**config.mk**
```make
export PLATFORM = sky130hd
export DESIGN_NAME = arbitro_memoria_datos
export DESIGN_NICKNAME = d
export VERILOG_FILES = /design/src/rtl/arbitro_pkg.sv /design/src/rtl/contador_rafaga.sv /design/src/rtl/arbitro_memoria_datos.sv
export SDC_FILE = /design/constraint.sdc
export NUM_CORES = 1
export LEC_CHECK = 0
export CELL_PAD_IN_SITES_DETAIL_PLACEMENT = 1
export CELL_PAD_IN_SITES_GLOBAL_PLACEMENT = 1
export CORE_ASPECT_RATIO = 1.1
export CORE_UTILIZATION = 30
export DETAILED_ROUTE_END_ITERATION = 10
export GPL_TIMING_DRIVEN = 1
export MAX_ROUTING_LAYER = met4
export PLACE_DENSITY = 0.85
export SLEW_MARGIN = 20
export SYNTH_ARGS = -nofsm -noshare
export SYNTH_HDL_FRONTEND = slang
export SYNTH_HIERARCHICAL = 1
export SYNTH_SLANG_ARGS = --single-unit
```
**constraint.sdc**
```tcl
create_clock -name clk -period 5.6 [get_ports clk]
set_input_delay 1.12 -clock clk [delete_from_list [all_inputs] [get_ports clk]]
set_output_delay 1.12 -clock clk [all_outputs]
set_load 0.01 [all_outputs]
```
**src/rtl/arbitro_pkg.sv**
```systemverilog
// Shared types and defaults for the data-memory arbiter: FSM states,
// read-owner codes and default bus widths.
package arbitro_pkg;

  localparam int DATA_W_DEF = 32;
  localparam int ADDR_W_DEF = 8;
  localparam int LONG_W_DEF = 4;

  typedef enum logic [1:0] {
    REPOSO     = 2'd0,
    RAFAGA     = 2'd1,
    RANURA_CPU = 2'd2
  } estado_t;

  localparam logic DUENO_CPU = 1'b0;
  localparam logic DUENO_DMA = 1'b1;

endpackage

```
**src/rtl/contador_rafaga.sv**
```systemverilog
// Burst bookkeeping: latched base/length, beat counter, wrapping beat
// address and last-beat flag.
module contador_rafaga
  import arbitro_pkg::*;
#(
  parameter int ADDR_W = ADDR_W_DEF,
  parameter int LONG_W = LONG_W_DEF
) (
  input  logic              clk,
  input  logic              reset,
  input  logic              cargar,
  input  logic              avanzar,
  input  logic [ADDR_W-1:0] base,
  input  logic [LONG_W-1:0] long,
  output logic [ADDR_W-1:0] direc,
  output logic              ultimo
);

  logic [ADDR_W-1:0] base_q;
  logic [LONG_W-1:0] long_q;
  logic [LONG_W-1:0] cnt_q;

  always_ff @(posedge clk) begin
    if (reset) begin
      base_q <= '0;
      long_q <= '0;
      cnt_q  <= '0;
    end else if (cargar) begin
      base_q <= base;
      long_q <= long;
      cnt_q  <= '0;
    end else if (avanzar) begin
      cnt_q <= cnt_q + 1'b1;
    end
  end

  // Sum truncates to ADDR_W, so the address wraps modulo 2^ADDR_W.
  assign direc  = base_q + ADDR_W'(cnt_q);
  assign ultimo = (cnt_q == long_q);

endmodule

```
**src/rtl/arbitro_memoria_datos.sv**
```systemverilog
// Single-port data memory arbiter between CPU and a burst DMA requester.
// Optional macro ARB_INTERCALADO_EN inserts a CPU slot between burst beats.
module arbitro_memoria_datos
  import arbitro_pkg::*;
#(
  parameter int DATA_W = DATA_W_DEF,
  parameter int ADDR_W = ADDR_W_DEF,
  parameter int LONG_W = LONG_W_DEF
) (
  input  logic              clk,
  input  logic              reset,
  input  logic              cpu_EscrMem,
  input  logic              cpu_LeerMem,
  input  logic [ADDR_W-1:0] cpu_Direc,
  input  logic [DATA_W-1:0] cpu_Datain,
  output logic              cpu_espera,
  output logic              cpu_listo,
  output logic [DATA_W-1:0] cpu_Dataout,
  input  logic              dma_req,
  input  logic              dma_escr,
  input  logic [ADDR_W-1:0] dma_dir_base,
  input  logic [LONG_W-1:0] dma_long,
  input  logic [DATA_W-1:0] dma_Datain,
  output logic              dma_gnt,
  output logic              dma_listo,
  output logic [DATA_W-1:0] dma_Dataout,
  output logic              dma_fin,
  output logic              mem_EscrMem,
  output logic              mem_LeerMem,
  output logic [ADDR_W-1:0] mem_Direc,
  output logic [DATA_W-1:0] mem_Datain,
  input  logic [DATA_W-1:0] mem_Dataout
);

  estado_t           estado_q, estado_d;
  logic              escr_q;
  logic              pend_q;
  logic              dueno_q;
  logic [DATA_W-1:0] cpu_dato_q;
  logic [DATA_W-1:0] dma_dato_q;

  logic              cpu_req;
  logic              servir_cpu;
  logic              cargar;
  logic              avanzar;
  logic              lee_cpu;
  logic              lee_dma;
  logic [ADDR_W-1:0] dir_rafaga;
  logic              ultimo;

  assign cpu_req = cpu_EscrMem | cpu_LeerMem;

  contador_rafaga #(
    .ADDR_W(ADDR_W),
    .LONG_W(LONG_W)
  ) u_contador (
    .clk    (clk),
    .reset  (reset),
    .cargar (cargar),
    .avanzar(avanzar),
    .base   (dma_dir_base),
    .long   (dma_long),
    .direc  (dir_rafaga),
    .ultimo (ultimo)
  );

  always_ff @(posedge clk) begin
    if (reset) begin
      estado_q <= REPOSO;
    end else begin
      estado_q <= estado_d;
    end
  end

  // Everything is gated by reset so outputs read zero while it is held.
  always_comb begin
    estado_d    = estado_q;
    servir_cpu  = 1'b0;
    cargar      = 1'b0;
    avanzar     = 1'b0;
    lee_cpu     = 1'b0;
    lee_dma     = 1'b0;
    cpu_espera  = 1'b0;
    dma_gnt     = 1'b0;
    dma_fin     = 1'b0;
    mem_EscrMem = 1'b0;
    mem_LeerMem = 1'b0;
    mem_Direc   = '0;
    mem_Datain  = '0;
    if (!reset) begin
      case (estado_q)
        REPOSO: begin
          if (cpu_req) begin
            servir_cpu = 1'b1;
          end else if (dma_req) begin
            cargar   = 1'b1;
            estado_d = RAFAGA;
          end
        end
        RAFAGA: begin
          dma_gnt     = 1'b1;
          avanzar     = 1'b1;
          cpu_espera  = cpu_req;
          mem_EscrMem = escr_q;
          mem_LeerMem = ~escr_q;
          lee_dma     = ~escr_q;
          mem_Direc   = dir_rafaga;
          mem_Datain  = escr_q ? dma_Datain : '0;
          if (ultimo) begin
            dma_fin  = 1'b1;
            estado_d = REPOSO;
          end
`ifdef ARB_INTERCALADO_EN
          else if (cpu_req) begin
            estado_d = RANURA_CPU;
          end
`endif
        end
`ifdef ARB_INTERCALADO_EN
        RANURA_CPU: begin
          servir_cpu = 1'b1;
          estado_d   = RAFAGA;
        end
`endif
        default: estado_d = REPOSO;
      endcase

      // A simultaneous write and read from the CPU issues only the write.
      if (servir_cpu && cpu_req) begin
        mem_EscrMem = cpu_EscrMem;
        mem_LeerMem = cpu_LeerMem & ~cpu_EscrMem;
        lee_cpu     = cpu_LeerMem & ~cpu_EscrMem;
        mem_Direc   = cpu_Direc;
        mem_Datain  = cpu_Datain;
      end
    end
  end

  always_ff @(posedge clk) begin
    if (reset) begin
      escr_q     <= 1'b0;
      pend_q     <= 1'b0;
      dueno_q    <= DUENO_CPU;
      cpu_dato_q <= '0;
      dma_dato_q <= '0;
    end else begin
      if (cargar) begin
        escr_q <= dma_escr;
      end
      pend_q  <= lee_cpu | lee_dma;
      dueno_q <= lee_dma ? DUENO_DMA : DUENO_CPU;
      if (cpu_listo) begin
        cpu_dato_q <= mem_Dataout;
      end
      if (dma_listo) begin
        dma_dato_q <= mem_Dataout;
      end
    end
  end

  assign cpu_listo   = ~reset & pend_q & (dueno_q == DUENO_CPU);
  assign dma_listo   = ~reset & pend_q & (dueno_q == DUENO_DMA);
  assign cpu_Dataout = reset ? '0 : (cpu_listo ? mem_Dataout : cpu_dato_q);
  assign dma_Dataout = reset ? '0 : (dma_listo ? mem_Dataout : dma_dato_q);

endmodule

```
Yosys cells after proc, flatten, opt, wreduce, memory -nomap -nowiden
Index checks and enable logic that the tools add are counted.
{"block": "word_totals", "regBits": 85, "out_inout_bits": 111, "inputBits": 122}
{"block": "op_classes", "n_bitwise": 10, "muxes": 39, "eq_ne": 5, "add_sub_neg": 2, "reduce_logical": 4}
{"operator": "two-way mux 32 bit", "count": 8}
{"operator": "two-way mux 1 bit", "count": 24}
{"operator": "two-way mux 8 bit", "count": 3}
{"operator": "adder 8 x 4 -> 8 bit", "count": 1}
{"operator": "two-way mux 2 bit", "count": 3}
{"operator": "adder 4 x 1 -> 4 bit (second input constant)", "count": 1}
{"operator": "bitwise AND 1 bit", "count": 4}
{"operator": "== test 4 bit", "count": 1}
{"operator": "inequality test 2 bit (second input constant)", "count": 2}
{"operator": "NOT 1 bit", "count": 4}
{"operator": "one-hot mux 2 bit (2 select lines)", "count": 1}
{"operator": "AND reduction 3 bit", "count": 1}
{"operator": "== test 2 x 1 -> 1 bit (second input constant)", "count": 1}
{"operator": "logical NOT 2 bit", "count": 1}
{"operator": "inequality test 2 x 1 -> 1 bit (second input constant)", "count": 1}
{"operator": "OR 1 bit", "count": 2}
{"operator": "OR reduction 2 bit", "count": 1}
{"operator": "logical AND 1 bit", "count": 1}

Depth between registers and ports, before layout
Gate-level depths: netlist (run 1).
{"block": "logic_depth", "ltp_word": 8, "depth_mapped": 8}

Hierarchy
Netlist (run 1), hierarchy kept.
{"mod": "arbitro_memoria_datos", "instances": 1, "seq_area_each_um2": 1361.3, "area_each_um2": 3243.1, "cells_each": 288}
{"mod": "contador_rafaga", "instances": 1, "seq_area_each_um2": 320.3, "area_each_um2": 852.1, "cells_each": 88}

Least setup slack after synthesis (run 1)
Ideal clock, no wire load.
{"block": "synth_path", "path_type": "in2out", "from": "in reset", "to": "out cpu_Dataout[22]", "required_ns": 4.480, "path_slack_ns": 2.476, "path_buffers": 1, "stages": 3, "t_arrival_ns": 2.004, "cell_sequence": "nor3b_4 buf_6 mux2_2"}
{"block": "synth_between", "elab_chain_cells": 5}
{"item": "start: declaration", "line_no": "arbitro_memoria_datos.sv:11", "rtl": "input logic reset,"}
{"item": "NOT 1 bit", "line_no": "arbitro_memoria_datos.sv:161", "rtl": "assign cpu_listo = ~reset & pend_q & (dueno_q == DUENO_CPU);"}
{"item": "bitwise AND 1 bit (2 in series)", "line_no": "arbitro_memoria_datos.sv:161"}
{"item": "net cpu_listo", "line_no": "arbitro_memoria_datos.sv:17", "rtl": "output logic cpu_listo,"}
{"item": "two-way mux 32 bit (2 in series)"}
{"item": "end: declaration", "line_no": "arbitro_memoria_datos.sv:18", "rtl": "output logic [DATA_W-1:0] cpu_Dataout,"}
The timed path passes the listed nets, and every way through them passes these cells.

Final worst setup path (run 1)
{"block": "layout_path", "from": "in cpu_EscrMem", "to": "out mem_Datain[19]"}
{"block": "layout_between", "elab_chain_cells": 7}
{"item": "start: declaration", "line_no": "arbitro_memoria_datos.sv:12", "rtl": "input logic cpu_EscrMem,"}
{"item": "OR 1 bit (*)", "line_no": "arbitro_memoria_datos.sv:51", "rtl": "assign cpu_req = cpu_EscrMem | cpu_LeerMem;"}
{"item": "two-way mux 1 bit", "line_no": "arbitro_memoria_datos.sv:93", "rtl": "if (cpu_req) begin"}
{"item": "two-way mux 1 bit", "line_no": "arbitro_memoria_datos.sv:91", "rtl": "case (estado_q)"}
{"item": "two-way mux 1 bit", "line_no": "arbitro_memoria_datos.sv:90", "rtl": "if (!reset) begin"}
{"item": "logical AND 1 bit (*)", "line_no": "arbitro_memoria_datos.sv:129", "rtl": "if (servir_cpu && cpu_req) begin"}
{"item": "two-way mux 32 bit (*)", "line_no": "arbitro_memoria_datos.sv:129"}
{"item": "two-way mux 32 bit (*)", "line_no": "arbitro_memoria_datos.sv:90"}
{"item": "end: declaration", "line_no": "arbitro_memoria_datos.sv:31", "rtl": "output logic [DATA_W-1:0] mem_Datain,"}
Every way passes the cells marked *; elsewhere a longest branch is shown, timed or not. The select of a mux whose other input is x is not followed.

==> metrics.txt, run 1 <==
status completed; Post-CTS Setup Bufs 0; Syn. warnings 6; Syn Inst Count around 380; Hold Vio Cnt, Final 0; area leader, netlist dfxtp_1; Power Density 215 nW/um^2; WP data arrival around 3.3 ns; first-pass GRT wire length 22100 um; diode count 0; leakage 2.62 nW; clk_lat worst skew 0.34 ns; Die X about 110 um; clock transition at the registers of the reported paths around 0.060 ns; Placement Setup Slack 0.728 ns; synthesized area 4100 um^2; register bit total from synthesis 84; Bufs on Longest Clock Path 2; WP data required 4.48 ns; root buf cell clkbuf_16; fillers 1444; Overflow after GRT 0; total core area 13300 um^2; Final period util 78.8%; syn_nets roughly 500; PostCTS Resize Cnt 0; max cap viols 0; row count 44; GP Congestion 0.929; ANT nets after route 0; most frequent cells in the layout clkdlybuf4s50_1, dfxtp_1, nor2b_1; setup TNS 0 ns; Iter 0 DRT Violations 155; max_slew headroom 51.0%; commonest non-fill, non-tap cell in the layout clkdlybuf4s50_1; initial antenna violation count 0; top cells by area, synth dfxtp_1, mux2_2, nor2b_1, a32o_1, mux2i_1; Post-DP HPWL ~11000 um; achievable frequency 227 MHz; DR pass1 iterations 4; layout overhead on the synthesized area 66.5%; largest net degree at the start of global routing 46; Syn Area/Cell 10.9 um^2; CTS buffer count 9; Peak VDD IR 0.137 mV; vias per cell about 4.8; Tot Pwr roughly 1.5 mW; via count 3742; Final Skew 0.00524 ns; crit path kind in -> out; H-tree levels 3; Setup WS post-layout 1.19 ns; setup violators final 0; CTS tree done; # clock sinks 84; critical path capture point type primary output; Worst Tran Pin Value 0.735 ns; Yosys cell types 37; Pins Over Slew Limit 0; vias in the first global route 4016; Port Buffer Count 232; # nets final 721; sequential share of the synthesized area 41.1%; Die Span Y 125 um; min Tclk post-route ~4.4 ns; Starting Density 30.9%; unrepaired setup endpoints after global routing false; drc violations 0; cts hold-fix bufs 0; Setup crit start kind primary input; post-synth top area share 41.1%; Total GRT Usage 20.9%; final wirelength 14400 um; share of cells above drive strength 1 roughly 16%; I/O pin count approximately 230; Critical Path Fanout Max 35; Tightest Hold Check Type reg -> reg; die area between 10000 and 15000 um^2; Avg WL per Cell 18.4 um
==> routing by layer <==
metal	vias to the layer above	GRT usage (%)	share of wire [%]
met2	130	37.1	53
met5	-	-	0
met4	0	4.80	1.4
li1	1768	-	-
met1	1824	22.7	41
met3	20	6.37	5.0
==> path summary, 6_finish.rpt <==
| kind | start | to | slack (ns) | cells after the start |
|---|---|---|---|---|
| setup / recovery | cpu_EscrMem | mem_Datain[19] | 1.19 | 5 |
| hold / removal | escr_q | dueno_q | 0.50 | 1 |
| setup reg to reg | estado_q[0] | u_contador/cnt_q[3] | 3.86 | 5 |
| hold reg to reg | escr_q | dueno_q | 0.50 | 1 |
==> flip-flops by register name, summed over array words and instances (netlist names) <==
signal,flops
cpu_dato_q,32
u_contador/base_q,8
dueno_q,1
u_contador/cnt_q,4
estado_q,1
dma_dato_q,32
pend_q,1
u_contador/long_q,4
escr_q,1
==> critical path: stages <==
cell and delay (ns):
clkdlybuf4s50_1 0.52, or2_2 0.62, buf_4 0.28, a32o_1 0.18
clkdlybuf4s50_1 0.55
==> cell families after synthesis <==
kind of cell               count (synthesis)  synth area share (%)
muxes                                     79                  21.3
AOI/OAI and AO/OA                         51                  11.9
and+or+nand+nor                          105                  15.9
adders and majority gates                  6                  2.02
xor gates and xnor gates                  12                  2.57
DFF                                       84                  41.1
buffers and inverters                     39                  5.38
==> metrics by stage <==
stage,util [%],instances,instance area [um^2],hold slack (ns)
6_report,51.4,782,6820,0.496
3_3_place_gp,49.0,765,6500,0.476
5_1_grt,51.4,782,6820,0.524
4_1_cts,51.4,782,6820,0.496
2_1_floorplan,-,376,4100,0.436
3_5_place_dp,49.1,766,6510,0.482
==> layout make-up <==
type / count / area (um^2) / share of cell area, %
Clock buffer: 12 / 256 / 3.76
Sequential cell: 84 / 1680 / 24.7
Tap cell: 184 / 230 / 3.38
Clock inverter: 4 / 47.5 / 0.697
Multi-Input combinational cell: 253 / 2210 / 32.4
Timing Repair Buffer: 239 / 2370 / 34.8
Inverter: 6 / 22.5 / 0.330
==> synthesized netlist by cell type (all sizes together) <==
cell and count:
nor4 1, or2 1, a211oi 2, mux2i 15, inv 6, fa 1
and2 2, clkbuf 2, and3b 1, a32o 40, dfxtp 84, a21o 2
or3b 1, nand3b 1, o21ai 3, nor3 4, buf 31, xnor2 5
nor2b 68, ha 5, nand2 3, o2111ai 1, o21ba 1, nor2 16
a21oi 2, nor4b 2, nand4 1, xor2 7, nor3b 1, mux2 64
nand2b 3
==> power by group <==
| part | leakage (nW) | internal (mW) | switching (mW) |
|---|---|---|---|
| sequential | 0.680 | 0.611 | 0.00588 |
| clock | 0.149 | 0.368 | 0.236 |
| combinational | 1.79 | 0.157 | 0.0901 |
| total | 2.62 | 1.14 | 0.332 |
No activity file was read; power rests on OpenSTA's default activity.
==> inputs of run 2 (changes only) <==
--- a/config.mk
+++ b/config.mk
@@ -8,11 +8,11 @@
 export CELL_PAD_IN_SITES_DETAIL_PLACEMENT = 1
 export CELL_PAD_IN_SITES_GLOBAL_PLACEMENT = 1
 export CORE_ASPECT_RATIO = 1.1
-export CORE_UTILIZATION = 30
+export CORE_UTILIZATION = 28
 export DETAILED_ROUTE_END_ITERATION = 10
 export GPL_TIMING_DRIVEN = 1
 export MAX_ROUTING_LAYER = met4
-export PLACE_DENSITY = 0.85
+export PLACE_DENSITY = 0.8
 export SLEW_MARGIN = 20
 export SYNTH_ARGS = -nofsm -noshare
 export SYNTH_HDL_FRONTEND = slang
==> constraint.sdc (replaced) <==
create_clock -name clk -period 4.5 [get_ports clk]
set_input_delay 0.9 -clock clk [delete_from_list [all_inputs] [get_ports clk]]
set_output_delay 0.9 -clock clk [all_outputs]
set_load 0.01 [all_outputs]
==> run 2 against run 1 <==
  * Worst setup slack got worse by 0.41 ns
  * Critical path depth stayed put
  * Die area is 7.0% higher
  * First-iteration DRC count decreased by 14%
  * Sequential cell count unchanged
  * Routed wire length is 2.1% lower
  * Sequential power increased by 24%
  * Largest power group unchanged
==> metrics.txt, run 2 (synthesized netlist as in run 1, its figures left out) <==
status completed; Hold Vio Cnt, Final 0 (unchanged); Non-Filler Instances 791 (+1.2%); clock transition at the registers of the reported paths 0.06 ns (about the same); final wirelength 14100 um (-2.1%); Pins Over Slew Limit 0 (unchanged); Int Power 1.40 mW (+23%); CTS buffer count 9 (unchanged); fillers 1546 (+7.1%); GP Congestion 0.862 (-7.2%); Starting Density 28.6% (-2.3 points); area of the multi-input gates 2200 um^2 (about the same); Setup crit start kind primary input; Overflow after GRT 0 (unchanged); Iter 0 DRT Violations 133 (-14%); unrepaired setup endpoints after global routing false; crit path kind in -> out; Critical Path Fanout Max 41 (+17%); first-pass GRT wire length 22100 um (+0.22%); row count 46 (+4.5%); critical-path cell list clkdlybuf4s50_1 > or2_1 > buf_4 > a32o_1 > clkdlybuf4s50_1; Die X 117 um (+3.4%); drc violations 0 (unchanged); Avg WL per Cell 17.9 um (-3.2%); max_slew headroom 59.8% (+8.8 points); vias in the first global route 4091 (+1.9%); setup violators final 0 (unchanged); part of the power in combinational logic 17.0% (+0.2 points); Tightest Hold Check Type reg -> reg; cts hold-fix bufs 0 (unchanged); achievable frequency 268 MHz; cell mode on critical path clkdlybuf4s50_1; DR pass1 iterations 6 (+2); reg2reg start estado_q[0]; WP data arrival 2.83 ns (-0.46 ns); leakage 2.62 nW (-0.14%); hold path endpoint dueno_q; total core area 14300 um^2 (+8.0%); CP peak stage delay 0.55 ns (-0.07 ns); Switching Share 22.5% (-0.13 points); Flop pwr share 42.4% (+0.4 points); # clock sinks 84 (unchanged); share of cells above drive strength 1 15.5% (-0.53 points); min Tclk post-route 3.73 ns; vias per cell 4.74 (-0.85%); Post-CTS Setup Bufs 0 (unchanged); die area 15100 um^2 (+7.0%); diode count 0 (unchanged); WHS 0.499 ns (+0.00291 ns); reg-to-reg slack, setup 2.94 ns (-0.92 ns); commonest non-fill, non-tap cell in the layout clkdlybuf4s50_1; Total GRT Usage 19.2% (-1.7 points); Peak VDD IR 0.171 mV (+24%); most frequent cells in the layout clkdlybuf4s50_1, dfxtp_1, nor2b_1; Bufs on Longest Clock Path 2 (unchanged); root buf cell clkbuf_16; layout overhead on the synthesized area 66.6% (about the same); Crit-path slowest cell clkdlybuf4s50_1; # nets final 722 (+0.14%); RR Endpoint u_contador/cnt_q[3]; clock group share of total power 40.6% (-0.6 points); critical path capture point type primary output; Post-Route Utilization 47.6% (-3.8 points); PostCTS Resize Cnt 0 (unchanged); CTS tree done; Worst Hold Launch escr_q; I/O pin count 233 (unchanged); Storage cell area 1680 um^2 (unchanged); Placement Setup Slack 0.774 ns (+0.0459 ns); biggest regs cpu_dato_q: 32 flops, dma_dato_q: 32 flops, u_contador/base_q: 8 flops; Setup WS post-layout 0.774 ns (-0.414 ns); H-tree levels 3 (unchanged); Post-DP HPWL 10700 um (-2.7%); Die Span Y 129 um (+3.5%); Power Density 265 nW/um^2 (+23%); clk_lat worst skew 0.34 ns (about the same); via count 3753 (+0.29%); Psw 407 uW (+22%); Tot Pwr 1.81 mW (+23%); Final Skew 0.00691 ns (+0.00167 ns); Hold Path Depth 1 (unchanged); DP Area 6530 um^2 (+0.21%); ANT nets after route 0 (unchanged); max cap viols 0 (unchanged); WP data required 3.60 ns (-0.88 ns); Reg2Reg Depth 5 (unchanged); Final period util approximately 83%; setup TNS 0 ns (unchanged); final instance area 6820 um^2 (about the same); largest net degree at the start of global routing 46 (unchanged); initial antenna violation count 0 (unchanged); Worst Tran Pin Value 0.595 ns (-0.140 ns); Port Buffer Count 232 (unchanged); placed cell count 775 (+1.2%)
run 2: layout make-up:
cell class              instances  share of cell area [%]
repair buffers                240                    34.8
multi-input cells             253                    32.3
flip-flops and latches         84                    24.6
clock buffers                  13                    3.67
well taps                     192                    3.52
clock inverters                 3                   0.679
inverters                       6                   0.330
run 2: metal layers:
layer / vias up / global-route usage, % / wire, um
li1: 1773 / - / -
met1: 1838 / 21.4 / 5950
met2: 121 / 33.7 / 7270
met3: 21 / 5.27 / 672
met4: 0 / 5.27 / 235
met5: - / - / 0
run 2: how the worst max path moves through the flow:
stage	from	endpoint	slack [ns]	cells after the start
2_1_floorplan	reset	cpu_Dataout[22]	1.82	3
3_3_place_gp	cpu_EscrMem	mem_Datain[11]	0.85	5
3_5_place_dp	cpu_EscrMem	mem_Datain[9]	0.77	5
4_1_cts	cpu_EscrMem	mem_Datain[9]	0.78	5
5_1_grt	u_contador/cnt_q[0]	mem_Direc[6]	0.65	9
6_report	cpu_EscrMem	mem_Datain[16]	0.77	5
run 2: power by group through the flow:
stage	Combinational, mW	Clock [mW]	Sequential [mW]
3_3_place_gp	0.299	0	0.783
4_1_cts	0.309	0.759	0.768
2_1_floorplan	0.109	0	0.781
6_report	0.307	0.734	0.768
3_5_place_dp	0.307	0	0.784
5_1_grt	0.325	0.790	0.769
run 2: worst max-delay path: cells and delay by family:
kind | cells | cell delay, ns
AND/OR/NAND/NOR | 1 | 0.18
AO/OA/AOI/OAI | 1 | 0.24
buffers and inverters | 3 | 1.47
